$ cat config.mk
export PLATFORM = sky130hd
export DESIGN_NAME = apb5_rev_d_arbiter
export DESIGN_NICKNAME = d
export VERILOG_FILES = /design/src/rtl/apb5_pkg.sv /design/src/rtl/apb5_rr_arbiter.sv /design/src/rtl/apb5_rev_d_arbiter.sv
export SDC_FILE = /design/constraint.sdc
export NUM_CORES = 1
export LEC_CHECK = 0
export ABC_CLOCK_PERIOD_IN_PS = 8600
export CORE_AREA = 2 2 192 194
export CTS_BUF_LIST = sky130_fd_sc_hd__clkbuf_4
export DETAILED_ROUTE_END_ITERATION = 10
export DIE_AREA = 0 0 194 196
export PLACE_DENSITY = 0.57
export REMOVE_ABC_BUFFERS = 1
export SLEW_MARGIN = 0
export SYNTH_ARGS = -nofsm -noshare
export SYNTH_HDL_FRONTEND = slang
export SYNTH_HIERARCHICAL = 1
export SYNTH_SLANG_ARGS = --single-unit
$ cat constraint.sdc
create_clock -name pclk -period 8.6 [get_ports pclk]
set_clock_uncertainty 0.1 [all_clocks]
set_input_delay 1.72 -clock pclk [delete_from_list [all_inputs] [get_ports pclk]]
set_output_delay 1.72 -clock pclk [all_outputs]
set_load 0.1 [all_outputs]
$ cat src/rtl/apb5_pkg.sv
// Shared types and constants for the APB5 rev D multi-requester arbiter.
// Imported by the round-robin arbiter and the top-level sequencer.
package apb5_pkg;

    typedef enum logic [1:0] {
        StIdle   = 2'd0,
        StWake   = 2'd1,
        StSetup  = 2'd2,
        StAccess = 2'd3
    } apb5_state_e;

    // Bit positions within pprot[2:0]
    localparam int unsigned PPROT_PRIV   = 0;
    localparam int unsigned PPROT_NONSEC = 1;
    localparam int unsigned PPROT_INSTR  = 2;

    function automatic int unsigned idx_width(input int unsigned n);
        return (n > 1) ? $clog2(n) : 1;
    endfunction

endpackage

$ cat src/rtl/apb5_rr_arbiter.sv
// Round-robin arbiter: the search starts one past the previous winner and the
// pointer only moves when the caller accepts the grant via advance_i.
module apb5_rr_arbiter #(
    parameter int unsigned NUM_REQ = 4,
    parameter int unsigned IDX_W   = 2
) (
    input  logic               clk_i,
    input  logic               rst_ni,
    input  logic [NUM_REQ-1:0] req_i,
    input  logic               advance_i,
    output logic [NUM_REQ-1:0] gnt_o,
    output logic [IDX_W-1:0]   gnt_idx_o,
    output logic               gnt_valid_o
);

    logic [IDX_W-1:0] ptr_q;
    logic [IDX_W-1:0] idx;

    always_comb begin
        gnt_o       = '0;
        gnt_idx_o   = '0;
        gnt_valid_o = 1'b0;
        idx         = '0;
        for (int unsigned i = 0; i < NUM_REQ; i++) begin
            idx = IDX_W'((32'(ptr_q) + i) % NUM_REQ);
            if (!gnt_valid_o && req_i[idx]) begin
                gnt_valid_o = 1'b1;
                gnt_idx_o   = idx;
                gnt_o[idx]  = 1'b1;
            end
        end
    end

    always_ff @(posedge clk_i or negedge rst_ni) begin
        if (!rst_ni) begin
            ptr_q <= '0;
        end else if (advance_i && gnt_valid_o) begin
            ptr_q <= (gnt_idx_o == IDX_W'(NUM_REQ - 1)) ? '0 : gnt_idx_o + 1'b1;
        end
    end

endmodule

$ cat src/rtl/apb5_rev_d_arbiter.sv
// Shares one APB5 completer among NUM_REQ requesters: round-robin grant,
// WAKE/SETUP/ACCESS sequencing with pwakeup, and response return to the winner.
module apb5_rev_d_arbiter
    import apb5_pkg::*;
#(
    parameter int unsigned NUM_REQ         = 4,
    parameter int unsigned ADDR_WIDTH      = 32,
    parameter int unsigned DATA_WIDTH      = 32,
    parameter int unsigned USER_REQ_WIDTH  = 4,
    parameter int unsigned USER_DATA_WIDTH = 4,
    parameter int unsigned USER_RESP_WIDTH = 4
) (
    input  logic                                          pclk,
    input  logic                                          presetn,
    // Requester side
    input  logic [NUM_REQ-1:0]                            req_valid,
    input  logic [NUM_REQ-1:0][ADDR_WIDTH-1:0]            req_addr,
    input  logic [NUM_REQ-1:0]                            req_write,
    input  logic [NUM_REQ-1:0][DATA_WIDTH-1:0]            req_wdata,
    input  logic [NUM_REQ-1:0][DATA_WIDTH/8-1:0]          req_strb,
    input  logic [NUM_REQ-1:0][2:0]                       req_prot,
    input  logic [NUM_REQ-1:0][USER_REQ_WIDTH-1:0]        req_auser,
    input  logic [NUM_REQ-1:0][USER_DATA_WIDTH-1:0]       req_wuser,
    output logic [NUM_REQ-1:0]                            req_gnt,
    output logic [NUM_REQ-1:0]                            rsp_done,
    output logic [DATA_WIDTH-1:0]                         rsp_rdata,
    output logic                                          rsp_slverr,
    output logic [USER_DATA_WIDTH-1:0]                    rsp_ruser,
    output logic [USER_RESP_WIDTH-1:0]                    rsp_buser,
    // APB5 manager side
    output logic [ADDR_WIDTH-1:0]                         paddr,
    output logic [2:0]                                    pprot,
    output logic                                          psel,
    output logic                                          penable,
    output logic                                          pwrite,
    output logic [DATA_WIDTH-1:0]                         pwdata,
    output logic [DATA_WIDTH/8-1:0]                       pstrb,
    output logic                                          pwakeup,
    output logic [USER_REQ_WIDTH-1:0]                     pauser,
    output logic [USER_DATA_WIDTH-1:0]                    pwuser,
    input  logic                                          pready,
    input  logic [DATA_WIDTH-1:0]                         prdata,
    input  logic                                          pslverr,
    input  logic [USER_DATA_WIDTH-1:0]                    pruser,
    input  logic [USER_RESP_WIDTH-1:0]                    pbuser
);

    localparam int unsigned IDX_W  = idx_width(NUM_REQ);
    localparam int unsigned STRB_W = DATA_WIDTH / 8;

    apb5_state_e state_q, state_d;

    logic [NUM_REQ-1:0] arb_gnt;
    logic [IDX_W-1:0]   arb_idx;
    logic               arb_valid;
    logic               grant_now;
    logic               complete;

    logic [NUM_REQ-1:0]         owner_q;
    logic [NUM_REQ-1:0]         req_gnt_q, rsp_done_q;
    logic                       psel_q, penable_q, pwakeup_q, pwrite_q;
    logic [ADDR_WIDTH-1:0]      paddr_q;
    logic [DATA_WIDTH-1:0]      pwdata_q, rsp_rdata_q;
    logic [STRB_W-1:0]          pstrb_q;
    logic [2:0]                 pprot_q;
    logic [USER_REQ_WIDTH-1:0]  pauser_q;
    logic [USER_DATA_WIDTH-1:0] pwuser_q, rsp_ruser_q;
    logic [USER_RESP_WIDTH-1:0] rsp_buser_q;
    logic                       rsp_slverr_q;

    apb5_rr_arbiter #(
        .NUM_REQ (NUM_REQ),
        .IDX_W   (IDX_W)
    ) u_rr_arbiter (
        .clk_i       (pclk),
        .rst_ni      (presetn),
        .req_i       (req_valid),
        .advance_i   (grant_now),
        .gnt_o       (arb_gnt),
        .gnt_idx_o   (arb_idx),
        .gnt_valid_o (arb_valid)
    );

    assign complete = (state_q == StAccess) && pready;

    always_comb begin
        state_d   = state_q;
        grant_now = 1'b0;
        unique case (state_q)
            StIdle: begin
                if (arb_valid) begin
                    grant_now = 1'b1;
                    state_d   = StWake;
                end
            end
            StWake:  state_d = StSetup;
            StSetup: state_d = StAccess;
            StAccess: begin
                if (pready) begin
                    // Chaining straight into SETUP keeps pwakeup high and skips WAKE
                    if (arb_valid) begin
                        grant_now = 1'b1;
                        state_d   = StSetup;
                    end else begin
                        state_d   = StIdle;
                    end
                end
            end
            default: state_d = StIdle;
        endcase
    end

    always_ff @(posedge pclk or negedge presetn) begin
        if (!presetn) begin
            state_q    <= StIdle;
            psel_q     <= 1'b0;
            penable_q  <= 1'b0;
            pwakeup_q  <= 1'b0;
            owner_q    <= '0;
            req_gnt_q  <= '0;
            rsp_done_q <= '0;
        end else begin
            state_q    <= state_d;
            psel_q     <= (state_d == StSetup) || (state_d == StAccess);
            penable_q  <= (state_d == StAccess);
            pwakeup_q  <= (state_d != StIdle);
            req_gnt_q  <= grant_now ? arb_gnt : '0;
            // owner_q still names the finishing transfer when a new grant lands
            rsp_done_q <= complete ? owner_q : '0;
            if (grant_now) begin
                owner_q <= arb_gnt;
            end
        end
    end

    always_ff @(posedge pclk or negedge presetn) begin
        if (!presetn) begin
            paddr_q  <= '0;
            pwrite_q <= 1'b0;
            pwdata_q <= '0;
            pstrb_q  <= '0;
            pprot_q  <= '0;
            pauser_q <= '0;
            pwuser_q <= '0;
        end else if (grant_now) begin
            paddr_q              <= req_addr[arb_idx];
            pwrite_q             <= req_write[arb_idx];
            pwdata_q             <= req_wdata[arb_idx];
            pstrb_q              <= req_write[arb_idx] ? req_strb[arb_idx] : '0;
            pprot_q[PPROT_PRIV]   <= req_prot[arb_idx][PPROT_PRIV];
            pprot_q[PPROT_NONSEC] <= req_prot[arb_idx][PPROT_NONSEC];
            pprot_q[PPROT_INSTR]  <= req_prot[arb_idx][PPROT_INSTR];
            pauser_q             <= req_auser[arb_idx];
            pwuser_q             <= req_wuser[arb_idx];
        end
    end

    always_ff @(posedge pclk or negedge presetn) begin
        if (!presetn) begin
            rsp_rdata_q  <= '0;
            rsp_slverr_q <= 1'b0;
            rsp_ruser_q  <= '0;
            rsp_buser_q  <= '0;
        end else if (complete) begin
            rsp_rdata_q  <= prdata;
            rsp_slverr_q <= pslverr;
            rsp_ruser_q  <= pruser;
            rsp_buser_q  <= pbuser;
        end
    end

    assign req_gnt    = req_gnt_q;
    assign rsp_done   = rsp_done_q;
    assign rsp_rdata  = rsp_rdata_q;
    assign rsp_slverr = rsp_slverr_q;
    assign rsp_ruser  = rsp_ruser_q;
    assign rsp_buser  = rsp_buser_q;
    assign paddr      = paddr_q;
    assign pprot      = pprot_q;
    assign psel       = psel_q;
    assign penable    = penable_q;
    assign pwrite     = pwrite_q;
    assign pwdata     = pwdata_q;
    assign pstrb      = pstrb_q;
    assign pwakeup    = pwakeup_q;
    assign pauser     = pauser_q;
    assign pwuser     = pwuser_q;

endmodule

# == Word level (Yosys, flattened, before mapping) ==
# Cells that the tools add are included.
# totals
register_bits,140
in_bits,368
output_inout_bits,132
word_cells,109
# op_classes
n_addsub,4
magnitude_cmp,9
eq_ne,6
muxes,53
bitwise,3
n_reduce_logical,15
# ops
op,count
$bmux W32 S2,2
$mux W32,2
$mux W4,10
$bmux W4 S2,3
$mux W2,8
$lt A2 B3 Y1 const B,5
$mux W1,15
$or A4 B4 Y4,3
$bmux W1 S2,5
$eq A2 B2 Y1 const B,5
$logic_and A1 B1 Y1,9
$demux W1 S2,4
$ge A2 B1 Y1 const B,4
$pmux W2 S4,1
$bmux W3 S2,1
$add A2 B1 Y2 const B,2
$add A2 B2 Y2 const B,2
$logic_not A1 Y1,3
$mux W3,1
$eq A2 B1 Y1 const B,1
$logic_not A2 Y1,1
$pmux W1 S2,1
$reduce_bool A2 Y1,1
$logic_or A1 B1 Y1,1

# == Longest topological paths before layout ==
# logic_depth
word_depth,17
mapped_depth,12
depth_no_buf,10

# == Hierarchy ==
# Netlist, hierarchy kept.
# modules_own_cells
mod,instances,cells_each,area_each_um2,seq_area_each_um2
apb5_rev_d_arbiter,1,411,7307.0,3428.3
apb5_rr_arbiter,1,82,610.6,50.0

# == Least setup slack after synthesis ==
# No wires, ideal clock.
# synth_path
kind,input to register
startpoint,input port req_valid[0]
endpoint,"register pwrite_q, in the netlist pwrite"
setup_time_ps,126
t_arrival_ps,3816
required_ps,8374
path_slack_ps,4557
path_stages,8
path_buffers,2
path_cell_list,or3b_4 > a211o_1 > a31o_1 > and3_1 > buf_6 > buf_12 > mux4_2 > mux2_4
# synth_via
elab_cells_between_ends,27
cone_classes,mux: 21; reduce/logical: 6
# synth_rtl
item,line,source
"start, declared",apb5_rev_d_arbiter.sv:16,"input logic [NUM_REQ-1:0] req_valid,"
$bmux W1 S2,apb5_rr_arbiter.sv:26,if (!gnt_valid_o && req_i[idx]) begin
$mux W1 (implied by the code),apb5_rr_arbiter.sv:26,
$mux W1,apb5_rr_arbiter.sv:26,
$logic_not A1 Y1,apb5_rr_arbiter.sv:26,
$logic_and A1 B1 Y1,apb5_rr_arbiter.sv:26,
$mux W1,apb5_rr_arbiter.sv:26,
$logic_not A1 Y1,apb5_rr_arbiter.sv:26,
$logic_and A1 B1 Y1,apb5_rr_arbiter.sv:26,
$mux W1,apb5_rr_arbiter.sv:26,
$logic_not A1 Y1,apb5_rr_arbiter.sv:26,
$logic_and A1 B1 Y1,apb5_rr_arbiter.sv:26,
$mux W2 *,apb5_rr_arbiter.sv:26,
via arb_idx[0],apb5_rev_d_arbiter.sv:54,logic [IDX_W-1:0] arb_idx;
$bmux W1 S2 *,apb5_rev_d_arbiter.sv:147,pwrite_q <= req_write[arb_idx];
$mux W1 (implied by the code) *,apb5_rev_d_arbiter.sv:147,
"end signal, assigned",apb5_rev_d_arbiter.sv:147,
"end, declared",apb5_rev_d_arbiter.sv:61,"logic psel_q, penable_q, pwakeup_q, pwrite_q;"
# Mark *: on every way through the listed nets, which the timed path passes. The rest lies on a longest branch. The select of a mux whose other input is x is not followed.
# A chain may end at the register's enable or synchronous reset.

# == Final worst setup path ==
# layout_path
startpoint,input port req_valid[1]
endpoint,"register pwuser_q[1], in the netlist pwuser[1]"
# layout_via
elab_cells_between_ends,27
cone_classes,mux: 21; reduce/logical: 6
# layout_rtl
item,line,source
$bmux W1 S2,apb5_rr_arbiter.sv:26,
$mux W1 (implied by the code),apb5_rr_arbiter.sv:26,
$mux W1,apb5_rr_arbiter.sv:26,
$logic_not A1 Y1,apb5_rr_arbiter.sv:26,
$logic_and A1 B1 Y1,apb5_rr_arbiter.sv:26,
$mux W1,apb5_rr_arbiter.sv:26,
$logic_not A1 Y1,apb5_rr_arbiter.sv:26,
$logic_and A1 B1 Y1,apb5_rr_arbiter.sv:26,
$mux W1,apb5_rr_arbiter.sv:26,
$logic_not A1 Y1,apb5_rr_arbiter.sv:26,
$logic_and A1 B1 Y1,apb5_rr_arbiter.sv:26,
$mux W2 *,apb5_rr_arbiter.sv:26,
via arb_idx[1],apb5_rev_d_arbiter.sv:54,
$bmux W4 S2 *,apb5_rev_d_arbiter.sv:154,pwuser_q <= req_wuser[arb_idx];
$mux W4 (implied by the code) *,apb5_rev_d_arbiter.sv:154,
"end signal, assigned",apb5_rev_d_arbiter.sv:154,
"end, declared",apb5_rev_d_arbiter.sv:67,"logic [USER_DATA_WIDTH-1:0] pwuser_q, rsp_ruser_q;"
# Marks and branches as above.

==> results <==
- The number of max-slew violations in the final report is 0.
- CTS built an H-tree with a depth of 4.
- The kind of end point of the critical path is a register.
- The buffer levels on the longest clock path is 2.
- For the finished layout, the period the worst path requires is 4.990 ns.
- Counting every instance in the synthesized netlist gives 493.
- The startpoint type of the worst setup path is an input port.
- The layout overhead on the synthesized area is 72.04%.
- The vertical die dimension is 196 um.
- Clock latency on the worst-skew pair, taken at its later pin, is 0.57 ns.
- The synthesis-stage register bit count is 139.
- The total of warnings raised by yosys is 6.
- Across the run, the number of max-cap violations was 0.
- The number of buffers and inverters on the critical path is 2.
- Data on the critical path is required at its endpoint by 8.97 ns.
- The first TritonRoute pass finished after 4 iterations.
- The run finished with clean final reports.
- The floorplan has 70 rows.
- The number of placed I/O pins is 500.
- The initial antenna violation count is 6.
- The slew of the pin with the lowest slew margin is 1.170 ns.
- CTS saw 139 sinks.
- Post-CTS repair changed the size of 0 cells.
- The number of synthesized flops with an enable pin is 0.
- The final number of setup-violating endpoints is 0.
- Detailed routing placed a total of 15860 um of wire on met2.
- Buffers added to address setup during post-CTS repair amount to 0.
- After global routing the overflow that remains totals 0.
- The first global-routing pass estimated 44570 um of wire.
- The count of nets left with antenna violations after detail routing is 0.
- The most common cell in the synthesized netlist is dfrtp_1.
- The met1 layer wirelength in the final routing is 11800 um.
- Setup repair after global routing left no endpoint under its margin.
- Walking the worst path, the cells encountered are clkdlybuf4s50_1 > mux2i_1 > a221oi_1 > nor2_4 > buf_4 > mux4_2 > mux2_2.
- The number of global-route vias before repair came to 7050.
- By count the netlist is led by dfrtp_1 (139), mux2_2 (122), mux4_1 (44).
- The most used flip-flop cell after synthesis is dfrtp_1.
- The total global routing track utilization is 15.94%.
- Entering global routing, the biggest net connects 87 pins.
- The family of cells with the greatest summed delay on the critical path is multiplexers.
- For this design, the CTS-stage hold fixing added 0 buffers.
- The uppermost signal routing layer after detailed routing is met5.
- After legalization and detailed placement, the total HPWL measured 23930 um.
- The floorplan step defined a die boundary enclosing 0.03802 mm^2.
- Wires add up to 30760 um.
- The synthesized area is 0.007918 mm^2.
- The number of DRC markers in iteration 0 is 181.
- Of all nets on the critical path, the largest fanout is 56.
- After synthesis, the cell types taking the most area are dfrtp_1 (44%), mux2_2 (17%), mux4_1 (15%).
- The standard cell with the maximum stage delay on the critical path is nor2_4.
- Buffers placed on the I/O ports in this run total 499.
- The type of the tightest min-delay check is register to register.
- The number of clock buffers added by TritonCTS is 17.
- The core region is 0.03608 mm^2.
- By startpoint and endpoint, the worst setup path is classified as input port to register.
- The total via count after detailed routing is 6515.
- The TritonCTS clock tree is done.
- The data arrival time of the critical path is 5.36 ns.
- The number of vias per cell is 4.438.
- The initial cell density of the core is 21.94%.
- The fill cell instance count of the final layout is 3516.
- After detailed routing, the average wire length per cell comes to 20.95 um.
- The number of remaining DRC errors is 0.
- The x dimension of the die is 194 um.
- The final layout net count is 1363.
- Of all cell types, the one taking the most synthesized area is dfrtp_1.
- The sum of met3 wire segment lengths after detailed routing is 2570 um.
- The final count of hold timing violations is 0.
- The biggest cell delay along the critical path is 0.79 ns.
- The share of cells above drive strength 1 is 20.90%.
- The share of the synthesized area in the top cell type is 43.93%.
- The worst slew slack as a fraction of its limit is 21.74%.
- The setup TNS is 0 ns.
- Of the synthesized area, sequential elements account for 43.93%.
- The count of distinct cell types in the synthesized netlist is 39.
- The mean cell area of the mapped netlist is 16.06 um^2.
- Clock-pin slew was measured on the worst setup and hold paths at 0.13 ns.
- The final critical path takes up 58.02% of the cycle.
- Clock tree synthesis selected as its root buffer the cell clkbuf_4.
- Timing would allow up to 200.4 MHz.
- The routability congestion estimate from global placement is 0.7789.
- In the synthesized netlist the async set-or-reset flop fraction comes to 100.0%.
-- worst reg2reg max path, delay by kind of cell, from the launching register on --
family / cells / cell delay (ns)
multiplexers: 3 / 1.44
AND/OR/NAND/NOR: 2 / 0.84
flip-flops: 1 / 0.69
buffers and inverters: 2 / 0.61
adder cells (fa/ha/maj): 1 / 0.47
AO/OA/AOI/OAI: 1 / 0.18
-- stage by stage --
step           setup WS, ns  std cells  util, %  hold WS [ns]  instance area [um^2]
3_3_place_gp          3.018       1431    36.88        0.3842                 13310
6_report              3.610       1468    37.75        0.4182                 13620
4_1_cts               3.616       1463    37.71        0.4222                 13610
3_5_place_dp          2.921       1431    36.88        0.3911                 13310
5_1_grt               3.426       1466    37.74        0.4348                 13620
2_1_floorplan         1.990        459        -        0.3735                  7654
-- cells by family (layout without fill, tap and decap cells) --
family	Yosys count	count (layout)	synth area share [%]
mux	210	210	43.47
simple gates	58	58	4.172
other cells	0	5	0
buf+inv	48	550	3.998
compound gates	25	25	2.371
fa+ha+maj	13	13	2.054
flops	139	139	43.93
-- routing by layer --
| layer | global-route usage, % | vias up |
|---|---|---|
| met5 | 0 | - |
| met4 | 5.499 | 2 |
| met3 | 6.000 | 24 |
| met2 | 27.48 | 298 |
| met1 | 18.11 | 3234 |
| li1 | - | 2957 |
-- sequential cells by signal, summed over array words and instances, names as in the netlist --
register	count
rsp_ruser	4
owner_q	4
pwrite	1
rsp_slverr	1
pstrb	4
rsp_rdata	32
pwakeup	1
psel	1
rsp_buser	4
rsp_done	4
penable	1
req_gnt	4
paddr	32
pauser	4
state_q	1
pwuser	4
u_rr_arbiter/ptr_q	2
pprot	3
pwdata	32
-- cell type report --
class / instances / area, um^2 / share of cell area, %
timing repair buffer: 504 / 5046 / 37.04
multi-input combinational: 306 / 4144 / 30.42
sequential: 139 / 3478 / 25.54
tap: 468 / 585.6 / 4.299
clock inverter: 14 / 167.7 / 1.231
clock buffer: 18 / 135.1 / 0.9920
inverter: 14 / 52.55 / 0.3858
antenna: 5 / 12.51 / 0.09185
-- worst paths after layout --
path	from	end	slack, ns	cells past startpoint
min	rsp_rdata[3]	rsp_rdata[3]	0.42	1
min reg2reg	rsp_rdata[3]	rsp_rdata[3]	0.42	1
max reg2reg	u_rr_arbiter/ptr_q[0]	paddr[23]	4.20	9
max in group asynchronous	presetn	pwdata[2]	6.02	2
min in group asynchronous	presetn	rsp_rdata[4]	1.09	1
max	req_valid[1]	pwuser[1]	3.61	7
-- placed cells by master (no fill, tap or decap), types with 4 or more instances in the layout --
| cell type | synthesis | final |
|---|---|---|
| clkdlybuf4s50_1 | 0 | 498 |
| mux2i_1 | 5 | 5 |
| mux4_1 | 44 | 44 |
| buf_4 | 8 | 4 |
| nand2_1 | 10 | 9 |
| dfrtp_1 | 139 | 139 |
| and2_1 | 10 | 10 |
| diode_2 | 0 | 5 |
| nor3_1 | 9 | 9 |
| o21ai_0 | 12 | 12 |
| clkinv_2 | 0 | 4 |
| ha_1 | 13 | 13 |
| clkbuf_4 | 0 | 18 |
| nor2_1 | 5 | 4 |
| nand4_1 | 4 | 4 |
| mux4_2 | 37 | 37 |
| inv_1 | 14 | 14 |
| mux2_2 | 122 | 122 |
| nand3_1 | 6 | 6 |
| and3_1 | 5 | 4 |
Power is left out: the tool's default activity adds up to more than one toggle a clock period on the data nets, which glitch-free logic cannot reach.
